[src/rtl/uart_dump_ctrl.sv]
// Dump sequencer for the UART monitor: reads words from start_adr to end_adr through a
// fixed-latency read port and streams them as lowercase hex ASCII, WORDS_PER_LINE words per line.
module uart_dump_ctrl #(
  parameter int RD_LAT         = 2,
  parameter int WORDS_PER_LINE = 4
) (
  input  logic        clk,
  input  logic        rst,
  input  logic [31:0] uart_data,
  input  logic        read_start_set,
  input  logic        read_end_set,
  input  logic        read_stop,
  output logic        dump_running,
  output logic [31:0] mem_addr,
  output logic        mem_re,
  input  logic [31:0] mem_rdata,
  output logic [7:0]  tx_data,
  output logic        tx_valid,
  input  logic        tx_ready
);

  typedef enum logic [2:0] {IDLE, RDREQ, RDWAIT, HEX, SEP, CR, LF} state_t;

  localparam logic [31:0] TOP_ADR  = 32'hffff_fffc;
  localparam logic [2:0]  LAT_LAST = 3'(RD_LAT - 1);
  localparam logic [2:0]  WPL_LAST = 3'(WORDS_PER_LINE - 1);

  state_t      state, state_d;
  logic [31:0] start_adr, start_adr_d;
  logic [31:0] end_adr, end_adr_d;
  logic [31:0] cur_adr, cur_adr_d;
  logic [31:0] shift, shift_d;
  logic [2:0]  word_cnt, word_cnt_d;
  logic [2:0]  nib_cnt, nib_cnt_d;
  logic [2:0]  lat_cnt, lat_cnt_d;
  logic [7:0]  tx_data_d;
  logic        tx_valid_d;
  logic        stop_pend, stop_pend_d;
  logic        xfer, last_word;

  function automatic logic [7:0] hex_char(input logic [3:0] n);
    return (n < 4'd10) ? 8'h30 + {4'h0, n} : 8'h57 + {4'h0, n};
  endfunction

  assign xfer         = tx_valid & tx_ready;
  // A reversed range (end below start) ends on the very first word.
  assign last_word    = (cur_adr >= end_adr) || (cur_adr == TOP_ADR);
  assign dump_running = (state != IDLE);
  assign mem_re       = (state == RDREQ);
  assign mem_addr     = cur_adr;

  always_comb begin
    // NOTE: every next-state value gets a default first so no path leaves a latch behind.
    state_d     = state;
    start_adr_d = start_adr;
    end_adr_d   = end_adr;
    cur_adr_d   = cur_adr;
    shift_d     = shift;
    word_cnt_d  = word_cnt;
    nib_cnt_d   = nib_cnt;
    lat_cnt_d   = lat_cnt;
    tx_data_d   = tx_data;
    tx_valid_d  = tx_valid;
    stop_pend_d = stop_pend;

    case (state)
      IDLE: begin
        stop_pend_d = 1'b0;
        if (read_start_set) start_adr_d = uart_data & ~32'h3;
        if (read_end_set) begin
          end_adr_d  = uart_data & ~32'h3;
          cur_adr_d  = start_adr;
          word_cnt_d = '0;
          state_d    = RDREQ;
        end
      end
      RDREQ: begin
        lat_cnt_d = '0;
        state_d   = read_stop ? IDLE : RDWAIT;
      end
      RDWAIT: begin
        if (read_stop) begin
          state_d = IDLE;
        end else if (lat_cnt == LAT_LAST) begin
          shift_d    = mem_rdata;
          nib_cnt_d  = '0;
          tx_data_d  = hex_char(mem_rdata[31:28]);
          tx_valid_d = 1'b1;
          state_d    = HEX;
        end else begin
          lat_cnt_d = lat_cnt + 3'd1;
        end
      end
      default: begin
        if (xfer) begin
          case (state)
            HEX: begin
              shift_d   = shift << 4;
              nib_cnt_d = nib_cnt + 3'd1;
              if (nib_cnt == 3'd7) begin
                tx_data_d = 8'h20;
                state_d   = SEP;
              end else begin
                tx_data_d = hex_char(shift[27:24]);
              end
            end
            SEP: begin
              if (last_word || word_cnt == WPL_LAST) begin
                word_cnt_d = '0;
                tx_data_d  = 8'h0d;
                state_d    = CR;
              end else begin
                word_cnt_d = word_cnt + 3'd1;
                cur_adr_d  = cur_adr + 32'd4;
                tx_valid_d = 1'b0;
                state_d    = RDREQ;
              end
            end
            CR: begin
              tx_data_d = 8'h0a;
              state_d   = LF;
            end
            LF: begin
              tx_valid_d = 1'b0;
              if (last_word) begin
                state_d = IDLE;
              end else begin
                cur_adr_d = cur_adr + 32'd4;
                state_d   = RDREQ;
              end
            end
            default: ;
          endcase
          // A stop waits for the character on the wire, then abandons the rest.
          if (read_stop || stop_pend) begin
            tx_valid_d  = 1'b0;
            stop_pend_d = 1'b0;
            state_d     = IDLE;
          end
        end else if (read_stop) begin
          stop_pend_d = 1'b1;
        end
      end
    endcase
  end

  always_ff @(posedge clk) begin
    // NOTE: sequential state uses non-blocking assignments so every register samples pre-edge values.
    if (rst) begin
      state     <= IDLE;
      start_adr <= '0;
      end_adr   <= '0;
      cur_adr   <= '0;
      shift     <= '0;
      word_cnt  <= '0;
      nib_cnt   <= '0;
      lat_cnt   <= '0;
      tx_data   <= '0;
      tx_valid  <= 1'b0;
      stop_pend <= 1'b0;
    end else begin
      state     <= state_d;
      start_adr <= start_adr_d;
      end_adr   <= end_adr_d;
      cur_adr   <= cur_adr_d;
      shift     <= shift_d;
      word_cnt  <= word_cnt_d;
      nib_cnt   <= nib_cnt_d;
      lat_cnt   <= lat_cnt_d;
      tx_data   <= tx_data_d;
      tx_valid  <= tx_valid_d;
      stop_pend <= stop_pend_d;
    end
  end

endmodule

[config.mk]
export PLATFORM = sky130hd
export DESIGN_NAME = uart_dump_ctrl
export DESIGN_NICKNAME = d
export VERILOG_FILES = /design/src/rtl/uart_dump_ctrl.sv
export SDC_FILE = /design/constraint.sdc
export NUM_CORES = 1
export LEC_CHECK = 0
export CAP_MARGIN = 5
export CORE_MARGIN = 1.5
export CORE_UTILIZATION = 33
export DETAILED_ROUTE_END_ITERATION = 10
export HOLD_SLACK_MARGIN = 0.05
export SETUP_SLACK_MARGIN = 0.5
export SYNTH_ARGS = -nofsm -noshare
export SYNTH_HDL_FRONTEND = slang
export SYNTH_SLANG_ARGS = --single-unit
export TNS_END_PERCENT = 20
[constraint.sdc]
create_clock -name clk -period 3.1 [get_ports clk]
set_clock_uncertainty 0.15 [all_clocks]
set_input_delay 0.62 -clock clk [delete_from_list [all_inputs] [get_ports clk]]
set_output_delay 0.62 -clock clk [all_outputs]
set_load 0.03 [all_outputs]
# Word level (Yosys, flattened, before mapping)
# Index checks and enable logic that the tools add are counted.
# W data, S select, Z words.
dict set report word_totals {
  regBits 142
  output_inout_bits 43
}
dict set report op_classes {
  addsub 8
  order_cmp 3
  n_eq_ne 21
  muxes 55
  bitwise_logic 3
  n_reduce_logical 28
}
# operator count
set op_table {}
lappend op_table {{$mux W32} 4}
lappend op_table {{$pmux W32 S2} 2}
lappend op_table {{$mux W28} 4}
lappend op_table {{$mux W8} 7}
lappend op_table {{$pmux W28 S2} 1}
lappend op_table {{$mux W3} 17}
lappend op_table {{$add A32 B3 Y32 const B} 1}
lappend op_table {{$eq A32 B32 Y1 const B} 1}
lappend op_table {{$ge A32 B32 Y1} 1}
lappend op_table {{$pmux W8 S3} 1}
lappend op_table {{$pmux W3 S2} 3}
lappend op_table {{$reduce_and A6 Y1} 3}
lappend op_table {{$add A7 B4 Y8 const A} 2}
lappend op_table {{$pmux W8 S2} 1}
lappend op_table {{$add A6 B4 Y7 const A} 2}
lappend op_table {{$eq A3 B3 Y1 const B} 4}
lappend op_table {{$ne A3 B3 Y1 const B} 4}
lappend op_table {{$pmux W3 S4} 1}
lappend op_table {{$reduce_bool A4 Y1} 3}
lappend op_table {{$reduce_and A5 Y1} 2}
lappend op_table {{$reduce_bool A2 Y1} 5}
lappend op_table {{$add A3 B1 Y3 const B} 3}
lappend op_table {{$eq A3 B2 Y1 const B} 3}
lappend op_table {{$mux W1} 9}
lappend op_table {{19 further kinds} 34}

# Depth between registers and ports, before layout
dict set report depth {
  word_depth 8
  depth_mapped 10
}

# Worst setup path before layout
# OpenSTA, ideal clock, no wires.
dict set report synth_path {
  kind {register to register}
  start {register cur_adr[4], in the netlist mem_addr[4]}
  end {register tx_data[6]}
  setup_time_ps 79
  arrival_ps 2409
  t_required_ps 2871
  path_slack_ps 462
  stages_incl_launch_ff 9
  period_less_slack_ps 2638
  cell_sequence {dfxtp_1 -> ha_1 -> a211o_1 -> a31oi_1 -> o221ai_1 -> a31o_2 -> o311ai_1 -> nand2_1 -> a211oi_2}
}
dict set report synth_via {
  elab_chain_len 5
  elab_cells_between_ends 6
  classes_between {1 x order compare; 2 x eq/ne; 3 x reduce/logical}
}
# element line_no
set synth_rtl {}
lappend synth_rtl {{start, declared} 31} ;# logic [31:0] cur_adr, cur_adr_d;
lappend synth_rtl {{start signal, assigned} 165} ;# cur_adr <= cur_adr_d;
lappend synth_rtl {{$ge A32 B32 Y1 / $eq A32 B32 Y1 (equally long branches)} 47} ;# assign last_word = (cur_adr >= end_adr) || (cur_adr == TOP_ADR);
lappend synth_rtl {{$logic_or A1 B1 Y1 (*)} 47}
lappend synth_rtl {{$logic_or A1 B1 Y1 (*)} 108} ;# if (last_word || word_cnt == WPL_LAST) begin
lappend synth_rtl {{$ne A3 B3 Y1 (no line) (*)} n/a}
lappend synth_rtl {{$reduce_and A6 Y1 (no line) (*)} n/a}
lappend synth_rtl {{end signal, assigned} 170} ;# tx_data <= tx_data_d;
lappend synth_rtl {{end, declared} 17} ;# output logic [7:0] tx_data,
# Mark *: on every way between the ends. The rest lies on a longest branch, timed or not.
# A chain may end at the register's enable or synchronous reset.

# Worst setup path in the final report
dict set report layout_path {
  start {input tx_ready}
  end {register cur_adr[22], in the netlist mem_addr[22]}
}
dict set report layout_via {
  elab_chain_len 3
}
# element line_no
set layout_rtl {}
lappend layout_rtl {{start, declared} 19} ;# input logic tx_ready
lappend layout_rtl {{$and A1 B1 Y1} 45} ;# assign xfer = tx_valid & tx_ready;
lappend layout_rtl {{$reduce_bool A2 Y1 (no line)} n/a}
lappend layout_rtl {{$reduce_and A6 Y1 (no line)} n/a}
# No other way between the ends.

==> flow_summary.yaml <==
timing:
  tightest_slew_ps: 847
  finalHoldViolCount: 0
  rsz0062_at_grt: "true"
  maxSlewHeadroom: 0.435
  layout_min_cycle_time_ps: 2570
  finalWorstSetupSlack_ps: 534
  drv_slew: 0
  fmax_mhz: 390
  tns_ps: 0
  setup_viol: 0
  whs_ps: 301
  period_share: 0.828
global_routing:
  grt_pass1_wl_um: 34300
  grt-ovfl-total: 0
  grt_pass1_vias: 6727
  antenna_found_initial: 0
  grt_usage: 0.179
  grt_max_degree: 74
status:
  violations: "design-rule violations"
  outcome: "finished with violations"
yosys:
  avgSynthCellArea_sq_um: 7.58
  ys_ff_latch: 139
  synth_largest_area_cell: "dfxtp_1"
  async_flop_share: 0
  synth.top_cells.by_count: "nand2_1, dfxtp_1, a21oi_1, nor2_1, clkbuf_1"
  synth_edf_count: 0
  synth_top_area_share: 0.373
  ys_types: 71
  yosys_most_used_dff: "dfxtp_1"
  ys_seq_area_frac: 0.373
  post-synth-top-count-cell: "nand2_1"
  yosys-top-cells-area: "dfxtp_1, nand2_1, a21oi_1"
  synthCells: 983
  yosysWarnings: 0
  syn_area_sq_um: 7450
worst_setup_path:
  critical-path-slowest-cell: "clkdlybuf4s50_1"
  critical_path_arrival_ps: 2740
  max_stage_delay_ps: 500
  r2r_cells: 11
  path_class: "primary input to register"
  crit_path_start_kind: "primary input"
  crit_chain: "clkdlybuf4s50_1, and2_2, a31oi_1, or2_1, o31a_4, buf_4, o32ai_1"
  path_buf_inv: 2
  cp.required_ps: 3270
  cp_num_cells: 7
  cp_top_family: "compound AO/OA/AOI/OAI gates"
  end_kind: "register"
  cp_max_fo: 7
final_layout:
  final_nets: 1211
  area.growth.synth_to_final_pct: 33.9
  num_antenna_cells: 0
  drive_above_1_share: 0.160
route:
  vias_per_cell: 5.25
  drc: 9
  wl_per_cell_um: 15.5
  routed_wl_um: 21600
  num_vias: 7313
  initialDrtViolationCount: 378
  drt_first_pass_iters: 8
  drtAntennaViolNets: 0
floorplanning:
  coreArea_sq_um: 22000
  dieArea_sq_um: 23500
  ios: 113
  fp-row-count: 54
  die_w_um: 153
  initial_core_util: 0.339
  dieHeight_um: 153
power_and_ir_drop:
  power.clock.fraction: 0.251
  power.net_switching_w: 0.00320
  worst_ir_drop_vdd_v: 0.000387
  power_density_nw_per_um2: 786
  power_frac_seq: 0.292
  combinationalPowerShare: 0.457
  p_int_w: 0.00465
  swShare: 0.408
  power_leakage_nw: 3.49
cts:
  clkLatencyLatePin_ps: 420
  ctsHoldBuffers: 0
  cts_max_level: 4
  cts_buffer_depth: 2
  numCtsBuffers: 17
  clkSinkCount: 139
  cts_tree: "yes"
  root_buffer: "clkbuf_16"
  path_clk_slew_ps: 70
placement:
  dp_slack_ps: 69.5
  io_buffers: 107
  dp_hpwl_um: 14300
  finalWeightedCongestion: 0.804
run:
  drv_cap: 0
hold_path:
  holdPathStages: 2
  hold_class: "register to register"
-- worst register-to-register path, stage by stage, from the launching register on --
cell     delay, ps
dfxtp_1        330
inv_1           70
ha_4           280
nand4_1        180
nor4_2         290
buf_4          160
o31a_1         140
a31o_4         190
buf_6          130
nor3_4          40
or3_1          370
a31oi_1        170
-- per-stage QoR --
step	total power, W	area [sq um]	utilization	instances
after floorplan	0.00443	7460	-	985
after global placement	0.00555	9040	0.412	1355
after detailed placement	0.00558	9040	0.412	1355
after CTS	0.00768	9700	0.442	1390
after global routing	0.00833	9980	0.454	1394
final	0.00784	9980	0.454	1394
-- what timing repair did --
action                                  in CTS  in global routing
resized for setup                           18                 59
setup buffers                                4                  4
endpoints found under the setup margin      41                 44
pin swaps                                    5                 19
-- cells in the final DEF (no fill, tap or decap), types with 13 or more instances in the layout --
cell type / n
dfxtp_1: 115
a211oi_1: 13
buf_4: 52
nor3_1: 23
o21ai_1: 14
nand2_1: 223
clkbuf_16: 17
a21oi_1: 133
nand2b_1: 26
nor2_1: 59
a311oi_1: 28
inv_1: 34
o21ai_0: 15
nand3_1: 21
dfxtp_2: 22
ha_1: 26
clkdlybuf4s50_1: 104
-- state kept, by name, indices dropped and copies added (netlist names), 3 cells and up --
register,flops
tx_data,7
end_adr,30
word_cnt,3
lat_cnt,3
shift,28
state,3
start_adr,30
nib_cnt,3
mem_addr,30
-- power by group through the flow --
stage	combinational (W)	clock (W)	sequential (W)
CTS	0.00340	0.00201	0.00226
finish	0.00359	0.00197	0.00229
global placement	0.00326	0	0.00229
detailed placement	0.00328	0	0.00230
floorplan	0.00205	0	0.00238
global route	0.00393	0.00208	0.00232
-- path summary, 6_finish.rpt --
kind,slack (ps),from,endpoint
min,300,word_cnt[2]$_SDFFE_PP0P_,word_cnt[2]$_SDFFE_PP0P_
max reg2reg,540,end_adr[27]$_SDFFE_PP0P_,state[2]$_SDFFE_PP0P_
max,530,tx_ready,mem_addr[22]$_SDFFE_PP0P_
min reg2reg,300,word_cnt[2]$_SDFFE_PP0P_,word_cnt[2]$_SDFFE_PP0P_
-- final cells by class --
class | count | area [sq um]
clock inverter | 12 | 119
fill | 2162 | 12000
sequential | 139 | 2820
tap | 280 | 350
inverter | 40 | 150
multi-input combinational | 738 | 4530
clock buffer | 19 | 443
timing repair buffer | 166 | 1570
-- cell families (layout without fill, tap and decap cells) --
family	after synthesis	count (layout)	share of synthesized area
mux	4	4	0.00537
fa+ha+maj	39	39	0.0655
other cells	1	3	0.000503
simple gates	420	420	0.258
xor+xnor	2	2	0.00235
buf+inv	108	237	0.0588
compound gates	270	270	0.236
flops	139	139	0.373
-- metal layers --
metal	GRT usage	up-vias	wire length (um)
li1	-	3698	-
met1	0.241	3439	10300
met2	0.292	152	10000
met3	0.0349	24	950
met4	0.0490	0	273
met5	0	-	0
(Power assumes the default switching activity.)
